<file path="config.mk">
export PLATFORM = sky130hd
export DESIGN_NAME = if_stage_flat
export DESIGN_NICKNAME = d
export VERILOG_FILES = /design/src/rtl/if_stage_pkg.sv /design/src/rtl/if_stage_if.sv /design/src/rtl/if_stage_pc_reg.sv /design/src/rtl/if_stage.sv /design/src/flat_wrapper.sv
export SDC_FILE = /design/constraint.sdc
export NUM_CORES = 1
export LEC_CHECK = 0
export ABC_AREA = 1
export CAP_MARGIN = 40
export CORE_MARGIN = 2
export CORE_UTILIZATION = 49
export CTS_BUF_LIST = sky130_fd_sc_hd__clkbuf_4 sky130_fd_sc_hd__clkbuf_8
export CTS_CLUSTER_SIZE = 10
export DETAILED_ROUTE_END_ITERATION = 12
export GPL_TIMING_DRIVEN = 0
export PLACE_DENSITY = 0.83
export SLEW_MARGIN = 20
export SYNTH_ARGS = -nofsm -noshare
export SYNTH_HDL_FRONTEND = slang
export SYNTH_HIERARCHICAL = 1
export SYNTH_SLANG_ARGS = --single-unit
export TNS_END_PERCENT = 100
</file>
<file path="constraint.sdc">
create_clock -name clk -period 2.1 [get_ports clk]
set_input_delay 0.21 -clock clk [delete_from_list [all_inputs] [get_ports clk]]
set_output_delay 0.21 -clock clk [all_outputs]
set_load 0.005 [all_outputs]
</file>
<file path="src/rtl/if_stage_pkg.sv">
// ---------------------------------------------------------------------------
// if_stage_pkg
// Shared definitions for the instruction-fetch stage: the NOP encoding used
// for bubbles, the fetch FSM state encoding, the PC increment and a helper
// that tells whether a byte PC falls outside the instruction ROM.
// Optional feature macro: IF_FAULT_EN (consumed by if_stage and pc_reg).
// ---------------------------------------------------------------------------
package if_stage_pkg;

  localparam logic [31:0] NOP    = 32'h0000_0000;
  localparam logic [31:0] PC_INC = 32'd4;

  typedef enum logic [1:0] {
    BOOT  = 2'd0,
    RUN   = 2'd1,
    FAULT = 2'd2
  } fetchState_t;

  // A byte PC is in range when every bit above the word index is zero.
  function automatic logic pcOutOfRange(input logic [31:0] pc,
                                        input int unsigned addrWidth);
    logic [31:0] upper;
    upper = pc >> (addrWidth + 2);
    return (upper != 32'd0);
  endfunction

endpackage

</file>
<file path="src/rtl/if_stage_if.sv">
// ---------------------------------------------------------------------------
// if_stage_if
// Bundles every non-clock/reset signal of the fetch stage.
//   master : the fetch stage itself (drives imem_addr, id_*, fault)
//   slave  : the surrounding pipeline / ROM (drives control and imem_data)
// Signals:
//   stall, flush, redirect_valid, redirect_pc : pipeline control into fetch
//   imem_addr (word address), imem_data       : instruction ROM port
//   id_valid, id_inst, id_pc, id_pc_plus4     : IF/ID pipeline register
//   fault                                     : sticky fetch fault
// ---------------------------------------------------------------------------
interface if_stage_if;

  logic        stall;
  logic        flush;
  logic        redirect_valid;
  logic [31:0] redirect_pc;
  logic [31:0] imem_addr;
  logic [31:0] imem_data;
  logic        id_valid;
  logic [31:0] id_inst;
  logic [31:0] id_pc;
  logic [31:0] id_pc_plus4;
  logic        fault;

  modport master (
    input  stall, flush, redirect_valid, redirect_pc, imem_data,
    output imem_addr, id_valid, id_inst, id_pc, id_pc_plus4, fault
  );

  modport slave (
    output stall, flush, redirect_valid, redirect_pc, imem_data,
    input  imem_addr, id_valid, id_inst, id_pc, id_pc_plus4, fault
  );

endinterface

</file>
<file path="src/rtl/if_stage_pc_reg.sv">
// ---------------------------------------------------------------------------
// pc_reg
// Byte-addressed program counter with its next-PC selection.
// Ports:
//   clk, rst          : clock, synchronous active-high reset (loads RESET_PC)
//   i_hold            : keep the current PC (stall, BOOT, FAULT, fault entry)
//   i_redirect_valid  : load i_redirect_pc this cycle, overrides i_hold
//   i_redirect_pc     : byte target PC
//   o_pc              : current PC
// Macro IF_FAULT_EN: when undefined the target is forced word aligned,
// when defined the raw target is loaded so misalignment can be detected.
// ---------------------------------------------------------------------------
module pc_reg
  import if_stage_pkg::*;
#(
  parameter logic [31:0] RESET_PC = 32'h0000_0000
) (
  input  logic        clk,
  input  logic        rst,
  input  logic        i_hold,
  input  logic        i_redirect_valid,
  input  logic [31:0] i_redirect_pc,
  output logic [31:0] o_pc
);

  logic [31:0] r_pc;
  logic [31:0] w_nextPc;
  logic [31:0] w_target;

`ifdef IF_FAULT_EN
  assign w_target = i_redirect_pc;
`else
  // Without fault detection a misaligned target could never be reported,
  // so the low two bits are dropped and the PC stays word aligned.
  logic w_unusedLowBits;
  assign w_target        = {i_redirect_pc[31:2], 2'b00};
  assign w_unusedLowBits = ^i_redirect_pc[1:0];
`endif

  // Next-PC mux: a redirect beats a hold, otherwise step by one word.
  // The add wraps naturally at 32 bits (FFFF_FFFC -> 0).
  always_comb begin
    w_nextPc = r_pc + PC_INC;
    if (i_redirect_valid) begin
      w_nextPc = w_target;
    end else if (i_hold) begin
      w_nextPc = r_pc;
    end
  end

  // PC register with synchronous reset to the boot address.
  always_ff @(posedge clk) begin
    if (rst) begin
      r_pc <= RESET_PC;
    end else begin
      r_pc <= w_nextPc;
    end
  end

  assign o_pc = r_pc;

endmodule

</file>
<file path="src/rtl/if_stage.sv">
// ---------------------------------------------------------------------------
// if_stage
// Instruction fetch stage: drives the ROM word address from the PC and
// captures {pc, instruction, pc+4} into the IF/ID register once per cycle.
// Ports:
//   clk  : clock, all state updates on the rising edge
//   rst  : synchronous active-high reset
//   bus  : if_stage_if.master (control in, ROM port, IF/ID outputs, fault)
// Parameters:
//   RESET_PC   : byte PC loaded on reset
//   ADDR_WIDTH : ROM word-index width, must match the ROM
// Macro IF_FAULT_EN: enables the FAULT state and the sticky fault flag for
// misaligned or out-of-range PCs; when undefined fault is constant 0.
// ---------------------------------------------------------------------------
module if_stage
  import if_stage_pkg::*;
#(
  parameter logic [31:0] RESET_PC   = 32'h0000_0000,
  parameter int          ADDR_WIDTH = 6
) (
  input logic       clk,
  input logic       rst,
  if_stage_if.master bus
);

  fetchState_t r_state;
  logic        r_idValid;
  logic [31:0] r_idInst;
  logic [31:0] r_idPc;
  logic [31:0] r_idPcPlus4;
  logic [31:0] w_pc;
  logic        w_hold;
  logic        w_outOfRange;

  assign w_outOfRange = pcOutOfRange(w_pc, ADDR_WIDTH);

`ifdef IF_FAULT_EN
  logic r_fault;
  logic w_faultTrip;

  assign w_faultTrip = (r_state == RUN) && ((w_pc[1:0] != 2'b00) || w_outOfRange);
  assign w_hold      = bus.stall || (r_state != RUN) || w_faultTrip;
`else
  // Out-of-range fetches simply latch whatever the ROM returns here.
  logic w_unusedRange;
  assign w_unusedRange = w_outOfRange;
  assign w_hold        = bus.stall || (r_state != RUN);
`endif

  pc_reg #(
    .RESET_PC (RESET_PC)
  ) u_pcReg (
    .clk              (clk),
    .rst              (rst),
    .i_hold           (w_hold),
    .i_redirect_valid (bus.redirect_valid),
    .i_redirect_pc    (bus.redirect_pc),
    .o_pc             (w_pc)
  );

  // Fetch FSM and IF/ID register. A redirect squashes the slot and lands
  // in RUN from any state; BOOT is a single bubble cycle after reset;
  // in RUN flush beats stall, and stall alone freezes everything.
  always_ff @(posedge clk) begin
    if (rst) begin
      r_state     <= BOOT;
      r_idValid   <= 1'b0;
      r_idInst    <= NOP;
      r_idPc      <= 32'd0;
      r_idPcPlus4 <= 32'd0;
    end else if (bus.redirect_valid) begin
      r_state   <= RUN;
      r_idValid <= 1'b0;
      r_idInst  <= NOP;
    end else begin
      case (r_state)
        BOOT: begin
          r_state   <= RUN;
          r_idValid <= 1'b0;
        end
        RUN: begin
`ifdef IF_FAULT_EN
          if (w_faultTrip) begin
            r_state   <= FAULT;
            r_idValid <= 1'b0;
          end else
`endif
          if (bus.flush) begin
            r_idValid <= 1'b0;
            r_idInst  <= NOP;
          end else if (!bus.stall) begin
            r_idValid   <= 1'b1;
            r_idInst    <= bus.imem_data;
            r_idPc      <= w_pc;
            r_idPcPlus4 <= w_pc + PC_INC;
          end
        end
        default: begin
          r_idValid <= 1'b0;
        end
      endcase
    end
  end

`ifdef IF_FAULT_EN
  // Sticky fault flag: set on the cycle the FSM enters FAULT, cleared only
  // by reset or a redirect.
  always_ff @(posedge clk) begin
    if (rst || bus.redirect_valid) begin
      r_fault <= 1'b0;
    end else if (w_faultTrip) begin
      r_fault <= 1'b1;
    end
  end

  assign bus.fault = r_fault;
`else
  assign bus.fault = 1'b0;
`endif

  assign bus.imem_addr   = {2'b00, w_pc[31:2]};
  assign bus.id_valid    = r_idValid;
  assign bus.id_inst     = r_idInst;
  assign bus.id_pc       = r_idPc;
  assign bus.id_pc_plus4 = r_idPcPlus4;

endmodule

</file>
<file path="src/flat_wrapper.sv">
// flat-port wrapper written by rule: the top's interface ports become plain ports
module if_stage_flat import if_stage_pkg::*;
#(
  parameter logic [31:0] RESET_PC   = 32'h0000_0000,
  parameter int          ADDR_WIDTH = 6
)
  (clk, rst, bus_stall, bus_flush, bus_redirect_valid, bus_redirect_pc, bus_imem_data, bus_imem_addr, bus_id_valid, bus_id_inst, bus_id_pc, bus_id_pc_plus4, bus_fault);
  if_stage_if bus_i ();
  input logic clk;
  input logic rst;
  input wire logic [$bits(bus_i.stall)-1:0] bus_stall;
  input wire logic [$bits(bus_i.flush)-1:0] bus_flush;
  input wire logic [$bits(bus_i.redirect_valid)-1:0] bus_redirect_valid;
  input wire logic [$bits(bus_i.redirect_pc)-1:0] bus_redirect_pc;
  input wire logic [$bits(bus_i.imem_data)-1:0] bus_imem_data;
  output wire logic [$bits(bus_i.imem_addr)-1:0] bus_imem_addr;
  output wire logic [$bits(bus_i.id_valid)-1:0] bus_id_valid;
  output wire logic [$bits(bus_i.id_inst)-1:0] bus_id_inst;
  output wire logic [$bits(bus_i.id_pc)-1:0] bus_id_pc;
  output wire logic [$bits(bus_i.id_pc_plus4)-1:0] bus_id_pc_plus4;
  output wire logic [$bits(bus_i.fault)-1:0] bus_fault;
  assign bus_i.stall = bus_stall;
  assign bus_i.flush = bus_flush;
  assign bus_i.redirect_valid = bus_redirect_valid;
  assign bus_i.redirect_pc = bus_redirect_pc;
  assign bus_i.imem_data = bus_imem_data;
  assign bus_imem_addr = bus_i.imem_addr;
  assign bus_id_valid = bus_i.id_valid;
  assign bus_id_inst = bus_i.id_inst;
  assign bus_id_pc = bus_i.id_pc;
  assign bus_id_pc_plus4 = bus_i.id_pc_plus4;
  assign bus_fault = bus_i.fault;
  if_stage #(.RESET_PC(RESET_PC), .ADDR_WIDTH(ADDR_WIDTH)) u_core (.clk(clk), .rst(rst), .bus(bus_i));
endmodule
</file>
==> reports/summary.txt <==
largest net degree at the start of global routing: 17
register area: 2520 sq um
Synth Instances: 996
vias in the first global route: 7017
CTS buffer count: 17
Seq cells post-synth: 126
R2R setup slack: 0.14 ns
Startpoint Class: flop
Syn-to-layout area delta: 39.0%
commonest cells after routing, fill and taps aside: 225 x nand2_1, 192 x clkdlybuf4s50_1, 141 x nor2_1
Inst Count DP: 1367
via count: 7464
Critical R2R Capture: u_core/u_pcReg/o_pc[14]
Crit. End Element: flop
post-CTS resize count: 0
Die Y: 120 microns
DPL Wire Length: 16200 microns
FF-to-FF path depth: 8
TritonCTS clock tree: yes
Fill cells: 1155
gr usage total: 0.305
global-route wire length before repair: 34700 microns
MaxCap Viol Count: 0
hold path start: rst
most common cell after layout, fill and taps aside: nand2_1
die extent in x: 120 microns
antenna violations before repair: 0
nets: 1281
Total Power: 5.49 mW
Worst Hold Class: input port to flop
Post-DRT Antenna Nets: 0
wire per inst: 15.6 microns
Post-Place Cell Area: 8730 sq um
CTS sink cnt: 126
slew at the pin closest to its max-slew limit: 0.651 ns
Max rail drop VDD: 0.422 mV
# hold bufs at CTS: 0
clock latency on the worst-skew pair: 0.45 ns
GPL Wtd Cong: 0.919
final setup margin: 0.145 ns
P_leak: 3.42 nW
Worst Path Arrival: 2.33 ns
Final setup viols: 0
fin area: 9150 sq um
total grt overflow: 0
clock transition at the registers of the reported paths: 0.07 ns
initial drt markers: 788
DR vias/cell: 5.34
pwr/cell area: 600 nW/um^2
H-tree levels: 4
layout cells sized above 1: 0.0793
Place WS: -0.143 ns
Die Area: 14400 sq um
RSZ-0062 raised after global routing: no
CP required: 2.47 ns
warnings from Yosys: 6
final worst-path cycle share: 0.931
Post CTS Setup Buffer Count: 0
min cycle time layout: 1.96 ns
Top-Level Pins: 199
fin util: 0.694
worst hold slack: 0.134 ns
status: complete, no violations
DRC: 0
std cell rows: 42
critical path peak fanout: 15
Initial Utilization: 0.499
post-synthesis cell area: 6580 sq um
Cell Count, Final, Fillers Out: 1399
Final Hold Viols: 0
FF-to-FF Start: u_core/r_state[0]
setup TNS: 0 ns
Cells on Worst Hold Path: 4
aggregate routed wire length: 21800 microns
DRT Pass-1 Iters: 6
area of the multi-input gates: 3420 sq um
register area share after synthesis: 0.383
Mean Syn Cell Area: 6.61 sq um
Bufs on Longest Clock Path: 2
core area: 13200 sq um
clock root buffer: clkbuf_8
Slew Limit Headroom: 0.566
Netlist cell types: 31
Slew Viols, Final: 0
FMAX: 0.511 GHz
Final Skew: 0.0112 ns
CP Class: flop to flop
ANT cells: 0
Port Buffers: 192
Hold EP: u_core/bus.id_pc_plus4[8]
## cell families after synthesis
| kind of cell | synth area share |
|---|---|
| AND/OR/NAND/NOR | 0.344 |
| AO/OA/AOI/OAI | 0.154 |
| buffers and inverters | 0.0989 |
| flip-flops | 0.383 |
| XOR/XNOR | 0.0146 |
| adder cells (fa/ha/maj) | 0.00380 |
| other | 0.00114 |
## synth_stat cells, drive strengths merged
master,number,area [sq um]
clkbuf,31,118
inv,101,379
buf,25,154
a31oi,10,62.6
nand3,103,515
a2111oi,1,8.76
nor3,10,50.1
a21oi,76,380
nand2,235,917
ha,2,25.0
o21ai,49,245
xor2,6,52.6
nand4,1,6.26
o211ai,34,255
xnor2,5,43.8
a211oi,8,60.1
and2,5,31.3
nor2,163,727
nand3b,1,7.51
conb,2,7.51
or2,2,12.5
dfxtp,126,2520
## how the worst max path moves through the flow
| stage | start | depth (start not counted) | endpoint | slack (ns) |
|---|---|---|---|---|
| 2_1_floorplan | u_core/u_pcReg/o_pc[2] | 10 | u_core/bus.id_pc_plus4[26] | 0.55 |
| 3_3_place_gp | bus_stall | 8 | u_core/u_pcReg/o_pc[29] | -0.10 |
| 3_5_place_dp | bus_stall | 8 | u_core/u_pcReg/o_pc[22] | -0.14 |
| 4_1_cts | u_core/r_state[0] | 8 | u_core/u_pcReg/o_pc[30] | 0.18 |
| 5_1_grt | u_core/r_state[0] | 8 | u_core/u_pcReg/o_pc[28] | 0.02 |
| 6_report | u_core/r_state[0] | 8 | u_core/u_pcReg/o_pc[14] | 0.14 |
## where the power goes
part           internal (mW)  switching (mW)
Clock                   1.20            1.03
Combinational          0.336           0.333
Sequential              2.46           0.124
## worst max-delay path, cell delays in order, from the launching register on
cell     delay [ns]
dfxtp_1        0.33
inv_2          0.08
nor2_4         0.18
inv_1          0.14
buf_2          0.25
nor2_2         0.31
buf_2          0.32
nand3_1        0.12
a21oi_1        0.13
## metal layers
| metal | up-vias | GRT usage | share of wire |
|---|---|---|---|
| li1 | 3654 | - | - |
| met1 | 3432 | 0.397 | 0.42 |
| met2 | 339 | 0.505 | 0.47 |
| met3 | 39 | 0.0537 | 0.082 |
| met4 | 0 | 0.115 | 0.023 |
| met5 | - | 0 | 0 |
## registers in the layout, summed over array words and instances (netlist names)
register and cells:
u_core/r_state 1, u_core/bus.id_valid 1, u_core/bus.id_pc 32, u_core/u_pcReg/o_pc 30, u_core/bus.id_pc_plus4 30, u_core/bus.id_inst 32
## area by class of cell
class,instances,area share
inverters,101,0.0414
well taps,176,0.0241
multi-input cells,716,0.374
clock buffers,19,0.0272
flip-flops and latches,126,0.276
plain buffers,56,0.0297
repair buffers,192,0.210
clock inverters,13,0.0182
Note: power is estimated with default switching activity, not from simulation.
